<file path="src/rtl/bp_pkg.sv">
// bp_pkg: shared FSM state type and saturating-counter helpers for the gshare predictor
package bp_pkg;
  typedef enum logic {INIT, RUN} state_e;
  function automatic int ctr_init(int ctr_w);
    return (1 << (ctr_w - 1)) - 1;
  endfunction
  function automatic int sat_update(int ctr, logic taken, int ctr_w);
    int mx;
    mx = (1 << ctr_w) - 1;
    return taken ? (ctr >= mx ? mx : ctr + 1) : (ctr <= 0 ? 0 : ctr - 1);
  endfunction
endpackage

</file>
<file path="src/rtl/bp_pht.sv">
// bp_pht: pattern history table of saturating counters, async read, sync write
// Ports: rd_idx_i/rd_msb_o async read of the counter MSB; we_i/wr_idx_i write port
// that either loads the weakly-not-taken value (init_i) or trains toward taken_i.
module bp_pht import bp_pkg::*; #(
  parameter int IDX_W = 8,
  parameter int CTR_W = 2
) (
  input  logic             clk,
  input  logic [IDX_W-1:0] rd_idx_i,
  output logic             rd_msb_o,
  input  logic             we_i,
  input  logic             init_i,
  input  logic             taken_i,
  input  logic [IDX_W-1:0] wr_idx_i
);
  logic [CTR_W-1:0] mem_q [2**IDX_W];
  assign rd_msb_o = mem_q[rd_idx_i][CTR_W-1];
  always_ff @(posedge clk)
    if (we_i)
      mem_q[wr_idx_i] <= init_i ? CTR_W'(ctr_init(CTR_W))
                                : CTR_W'(sat_update(int'(mem_q[wr_idx_i]), taken_i, CTR_W));
endmodule

</file>
<file path="src/rtl/gshare_predictor_param.sv">
// gshare_predictor_param: gshare direction predictor with speculative GHR and registered target
// Ports: clk, reset (async active-low); lookup_* request -> pred_* one cycle later;
// ready once the PHT sweep is done; resolve_* trains the PHT and repairs the GHR on mispredict.
module gshare_predictor_param import bp_pkg::*; #(
  parameter int GHR_W    = 8,
  parameter int IDX_W    = 8,
  parameter int CTR_W    = 2,
  parameter int PC_SHIFT = 2
) (
  input  logic             clk,
  input  logic             reset,
  input  logic             lookup_valid,
  input  logic             lookup_is_branch,
  input  logic [31:0]      lookup_pc,
  input  logic [31:0]      lookup_offset,
  output logic             ready,
  output logic             pred_valid,
  output logic             pred_taken,
  output logic [31:0]      pred_target,
  output logic [IDX_W-1:0] pred_index,
  output logic [GHR_W-1:0] pred_ghr,
  input  logic             resolve_valid,
  input  logic             resolve_taken,
  input  logic             resolve_mispredict,
  input  logic [IDX_W-1:0] resolve_index,
  input  logic [GHR_W-1:0] resolve_ghr
);
  state_e           state_q, state_d;
  logic [IDX_W-1:0] ptr_q, ptr_d, idx;
  logic [GHR_W-1:0] ghr_q, ghr_d;
  logic             run, acc, msb, taken, recover;
  assign run     = state_q == RUN;
  assign idx     = lookup_pc[PC_SHIFT +: IDX_W] ^ IDX_W'(ghr_q);
  assign acc     = run & lookup_valid;
  assign taken   = msb & lookup_is_branch;
  assign recover = run & resolve_valid & resolve_mispredict;
  assign ready   = run;
  // Shifts are written as truncated concatenations so GHR_W=1 stays legal.
  always_comb begin
    state_d = (!run && &ptr_q) ? RUN : state_q;
    ptr_d   = run ? ptr_q : ptr_q + 1'b1;
    ghr_d   = recover ? GHR_W'({resolve_ghr, resolve_taken})
            : (acc & lookup_is_branch) ? GHR_W'({ghr_q, taken}) : ghr_q;
  end
  bp_pht #(.IDX_W(IDX_W), .CTR_W(CTR_W)) u_pht (
    .clk      (clk),
    .rd_idx_i (idx),
    .rd_msb_o (msb),
    .we_i     (!run | resolve_valid),
    .init_i   (!run),
    .taken_i  (resolve_taken),
    .wr_idx_i (run ? resolve_index : ptr_q)
  );
  always_ff @(posedge clk or negedge reset)
    if (!reset) begin
      state_q     <= INIT;
      ptr_q       <= '0;
      ghr_q       <= '0;
      pred_valid  <= 1'b0;
      pred_taken  <= 1'b0;
      pred_target <= '0;
      pred_index  <= '0;
      pred_ghr    <= '0;
    end else begin
      state_q    <= state_d;
      ptr_q      <= ptr_d;
      ghr_q      <= ghr_d;
      pred_valid <= acc;
      if (acc) begin
        pred_taken  <= taken;
        pred_target <= lookup_pc + lookup_offset;
        pred_index  <= idx;
        pred_ghr    <= ghr_q;
      end
    end
endmodule

</file>
<file path="config.mk">
export PLATFORM = sky130hd
export DESIGN_NAME = gshare_predictor_param
export DESIGN_NICKNAME = d
export VERILOG_FILES = /design/src/rtl/bp_pkg.sv /design/src/rtl/bp_pht.sv /design/src/rtl/gshare_predictor_param.sv
export SDC_FILE = /design/constraint.sdc
export NUM_CORES = 1
export LEC_CHECK = 0
export ABC_AREA = 1
export CORE_MARGIN = 3
export CORE_UTILIZATION = 40
export CTS_BUF_LIST = sky130_fd_sc_hd__clkbuf_8
export DETAILED_ROUTE_END_ITERATION = 8
export SYNTH_ARGS = -nofsm -noshare
export SYNTH_HDL_FRONTEND = slang
export SYNTH_SLANG_ARGS = --single-unit
</file>
<file path="constraint.sdc">
create_clock -name clk -period 11.9 [get_ports clk]
set_clock_uncertainty 0.2 [all_clocks]
set_input_delay 1.19 -clock clk [delete_from_list [all_inputs] [get_ports clk]]
set_output_delay 1.19 -clock clk [all_outputs]
set_load 0.05 [all_outputs]
</file>
=== Word-level counts from Yosys, hierarchy flattened ===
Memories as Yosys holds them, arrays and structs flattened.
Cells that the tools add are included.

* $add $sub $neg: 4
* Magnitude comparators: 2
* Mux-type cells: 9
* Bitwise gates (word level): 7
* Reductions and logical operators: 4

{| class="wikitable"
|+ Operator list
! operator !! count
|-
| $add 32x32->32 || 1
|-
| $mux 8 || 3
|-
| $add 8x1->8 const B || 1
|-
| $mux 2 || 4
|-
| $reduce_and 8->1 || 1
|-
| $xor 8x8->8 || 1
|-
| $and 1x1->1 || 5
|-
| $add 2x1->2 const B || 1
|-
| $ge 2x2->1 const B || 1
|-
| $le 2x1->1 const B || 1
|-
| $mux 1 || 2
|-
| $reduce_bool 2->1 || 1
|-
| $sub 2x1->2 const B || 1
|-
| $logic_and 1x1->1 || 1
|-
| $logic_not 1->1 || 1
|-
| $or 1x1->1 || 1
|}

* Register bits: 67
* Memory bits (writable): 512
* Output and inout port bits: 51
* Logic and storage cells: 35
* Memories: 1

{| class="wikitable"
|+ Memories
! name !! words !! bits a word !! read ports !! clocked after Yosys merged registers in !! wr ports !! RTL line !! text
|-
| u_pht.mem_q || 256 || 2 || 2 || 0 || 1 || bp_pht.sv:16 || <nowiki>logic [CTR_W-1:0] mem_q [2**IDX_W];</nowiki>
|}

=== Depth between registers and ports, before layout ===
An unclocked memory read counts as a cell.

* Depth after elaboration: 6
* Depth in mapped cells: 20

=== By module ===
Synthesis repeated with hierarchy kept, for this count alone.

* Cell total of the unflattened synthesis: 3379
* Area total of the unflattened synthesis: 29176.7 sq um

{| class="wikitable"
|+ By module, submodules not included
! module !! instances !! cells an instance !! area an instance (sq um) !! seq. area each (sq um)
|-
| bp_pht || 1 || 2582 || 24011.8 || 15374.7
|-
| gshare_predictor_param || 1 || 797 || 5165.0 || 1676.6
|}

=== Worst setup path after synthesis ===
Ideal clock, no wire load.

* Kind: input to register
* Start: input port resolve_index[0]
* End: memory u_pht.mem_q[0][1] (data pin)
* Library setup time: 1.403 ns
* Data arrival time: 8.533 ns
* Required time: 10.297 ns
* Slack: 1.765 ns
* Stages on the path: 18
* Cell sequence: nand2_1 > nand2_2 > buf_2 > buf_2 > nor2_1 > o21ai_0 > nand2_1 > nand2_1 > nand2_1 > nor2_1 > nor2_1 > nor2_1 > nand2_1 > nand2_1 > nand2_1 > nor2_1 > nor2_1 > nor2_1

* Word-level cells in the longest chain between the ends: 6
* Elaborated cells on any way between the ends: 10
* Those cells by class: 2 x add/sub; 2 x order compare; 5 x mux; 1 x memory

{| class="wikitable"
|+ Ends and longest elaborated chain
! what !! RTL line !! text
|-
| from (decl) || gshare_predictor_param.sv:25 || <nowiki>input logic [IDX_W-1:0] resolve_index,</nowiki>
|-
| $mux 8 (*) || gshare_predictor_param.sv:52 || <nowiki>.wr_idx_i (run ? resolve_index : ptr_q)</nowiki>
|-
| $mem_v2 256x2 (*) || - ||
|-
| $sub 2x1->2 (tied with other cells) || bp_pkg.sv:10 || <nowiki>return taken ? (ctr >= mx ? mx : ctr + 1) : (ctr <= 0 ? 0 : ctr - 1);</nowiki>
|-
| $mux 2 || bp_pkg.sv:10 ||
|-
| $mux 2 (*) || bp_pkg.sv:10 ||
|-
| $mux 2 (*) || bp_pht.sv:20 || <nowiki>mem_q[wr_idx_i] <= init_i ? CTR_W'(ctr_init(CTR_W))</nowiki>
|-
| to (decl) || bp_pht.sv:16 ||
|}

Every way passes the cells marked *; elsewhere a longest branch is shown, timed or not.

=== Final worst setup path ===
* Start: input port resolve_index[0]
* End: memory u_pht.mem_q[174][1] (data pin)

The elaborated chain is that of the path after synthesis.

==> results.md <==
- Share of cells above drive strength 1: 0.06057
- Core Region: 71980 um^2
- Initial core utilization: 0.4067
- CP Data Arrival Time: 6.79 ns
- Top cells by area, synth: edfxtp_1, nand2_1, nand3_1
- Yosys top cell by area: edfxtp_1
- Nets@finish: 3569
- Startpoint types: input port
- Clk slew on worst S/H paths: 0.05 ns
- Kind of critical path: in2reg
- Post-Route Setup TNS: 0 ns
- Met2 Use GR: 0.3759
- Hold Worst Slack: 0.2793 ns
- Number of max-cap violations: 0
- Ys Warns: 0
- Largest net degree at the start of global routing: 174
- Worst VDD drop: 0.08647 mV
- Run status: finished clean
- Post-Syn Area: 29270 um^2
- Number of synthesized flops with an enable pin: 512
- Hold WC Path Type: reg2reg
- Crit share post-route: 0.5579
- Yosys reg bits: 579
- Row Count: 98
- Hold_buf cts: 0
- Crit path max-delay family: buffers and inverters
- Vias: 24350
- Most frequent CP cell: nand2_1
- Post-cts resize count: 0
- Static Leak: 13.20 nW
- Count of final hold-check violations: 0
- Die H: 276.5 um
- Routed WL: 93870 um
- Maximum root-to-sink buffer count: 3
- IO Count: 138
- Total power: 4.103 mW
- Drt first pass iters: 6
- Root Driver: clkbuf_8
- Worst path max stage delay: 0.89 ns
- Layout area overhead: 13.58%
- GR Util met3: 0.04273
- Routed wire length per instance: 20.93 um
- RSZ-0062 raised after global routing: false
- Nature of the critical path endpoint: register
- Clock sinks: 579
- Post-CTS setup buffer count: 0
- Detailed placer's ending HPWL: 53980 um
- First-pass GRT wire length: 141100 um
- Synth top area share: 0.5252
- Relative slew slack: 0.1889
- Max stage delay cell, worst path: buf_4
- Grt peak-use layer: met2
- Syn_area_per_cell: 8.739 um^2
- PD cells: 123.4 nW/um^2
- Critical path cell sequence: clkdlybuf4s50_1 -> nand2_1 -> buf_4 -> nand2_8 -> buf_4 -> nor2_1 -> buf_4 -> nand2_1 -> nand3_1 -> nand2_1 -> nand2_1 -> o21ai_0 -> nand3_1 -> nand2_1 -> nand2_1 -> nor2_1 -> nor2_1 -> nor2_4 -> buf_4
- Fin crit period: 6.639 ns
- Final Max Tran Viols: 0
- Synth top cells by count: nand2_1, nand3_1, edfxtp_1, nor2_1, inv_1
- Die area: 76470 um^2
- GPL Wtd Cong: 0.8472
- Fillers: 6977
- Drc violations: 0
- Htree depth: 3
- Clk Latency, worst-skew pair: 0.73 ns
- Post-synth ARST share: 0.1157
- Net Count, Synth: 3470
- Count leader, synth: nand2_1
- Detail Route Antenna Nets: 0
- Die span in x: 276.5 um
- Fin util: 0.4619
- CTS tree: built
- Post-Synthesis Cells: 3350
- Slew of the pin with the lowest slew margin: 1.215 ns
- Post-synth cell types: 39
- Final setup fails: 0
- CTS Buf Count: 100
- Met1 Use GR: 0.3277
- GRT Resource Usage Total: 0.2398
- Starting DRT DRC Count: 2885
- Max frequency: 150.6 MHz
- Port bufs: 136
- Initial antenna violation count: 1
- Gr ovfl total: 0
- Sequential fraction of the synthesis area: 0.5825
- Vias in the first global route: 23460
- CP max FO: 111
- Vias per cell: 5.431
- Worst Path Buf+Inv: 5
- Synth Flop Type: edfxtp_1
- WP data required: 12.05 ns
-- worst paths after layout --
path	startpoint	endpoint	slack [ns]	cells past startpoint
worst max-delay path	resolve_index[0]	u_pht.mem_q[174][1]	5.26	19
worst min-delay path	pred_index[7]	pred_index[7]	0.28	2
worst max register to register	ready	u_pht.mem_q[174][1]	5.59	19
worst min register to register	pred_index[7]	pred_index[7]	0.28	2
max in group asynchronous	reset	ptr_q[5]	10.39	2
min in group asynchronous	reset	pred_target[16]	0.45	2
-- state kept, by name (all words and copies together), names as in the netlist --
signal and cells:
u_pht.mem_q 512, pred_valid 1, ptr_q 8, pred_taken 1, ready 1, pred_index 8, pred_target 32, pred_ghr 8
ghr_q 8
-- routing by layer --
metal,routed length (um),up-vias
li1,-,11390
met1,38780,11430
met2,42360,1262
met3,8716,280
met4,4006,0
met5,0,-
-- cells in the final DEF, fill, tap and decap left out, types with 10 or more instances in the layout --
master and count:
a21oi_1 42, buf_4 47, clkbuf_8 102, clkdlybuf4s50_1 135
clkinv_1 28, clkinv_2 15, dfrtp_1 67, edfxtp_1 512
ha_1 32, inv_1 235, nand2_1 1072, nand3_1 531
nor2_1 423, o21ai_0 149, o21ai_1 19, or2_2 12
xnor2_1 13, xor2_1 10
-- worst min-delay path: cells and delay by family (launching register included) --
kind               cells  cell delay, ns
DFF                    1            0.34
AOI/OAI and AO/OA      1            0.06
and+or+nand+nor        1            0.05
-- cell type report --
| class | count | area (um^2) | area share |
|---|---|---|---|
| multi-input combinational | 2380 | 10680 | 0.3213 |
| clock inverter | 84 | 420.4 | 0.01264 |
| clock buffer | 102 | 1404 | 0.04222 |
| antenna | 1 | 2.502 | 0.00007526 |
| tap | 950 | 1189 | 0.03575 |
| inverter | 204 | 770.7 | 0.02318 |
| sequential | 579 | 17050 | 0.5128 |
| timing repair buffer | 184 | 1729 | 0.05201 |
-- per-stage QoR --
step / cells / instance area [um^2] / setup slack, ns
5_1_grt: 4484 / 33250 / 4.941
2_1_floorplan: 3350 / 29270 / 1.765
4_1_cts: 4483 / 33250 / 5.352
6_report: 4484 / 33250 / 5.261
3_5_place_dp: 4297 / 31420 / 4.625
3_3_place_gp: 4297 / 31420 / 4.654
-- cells by family after synthesis --
family | share of synthesized area
buf+inv | 0.05620
fa+ha+maj | 0.01436
flops | 0.5825
xor+xnor | 0.008078
compound gates | 0.04513
simple gates | 0.2938
-- power breakdown --
| group | total (mW) | switching [mW] | internal, mW |
|---|---|---|---|
| registers | 2.18 | 0 | 2.18 |
| logic | 0.234 | 0.148 | 0.0867 |
| clock network | 1.69 | 0.843 | 0.844 |
Note: power is estimated with default switching activity, not from simulation.
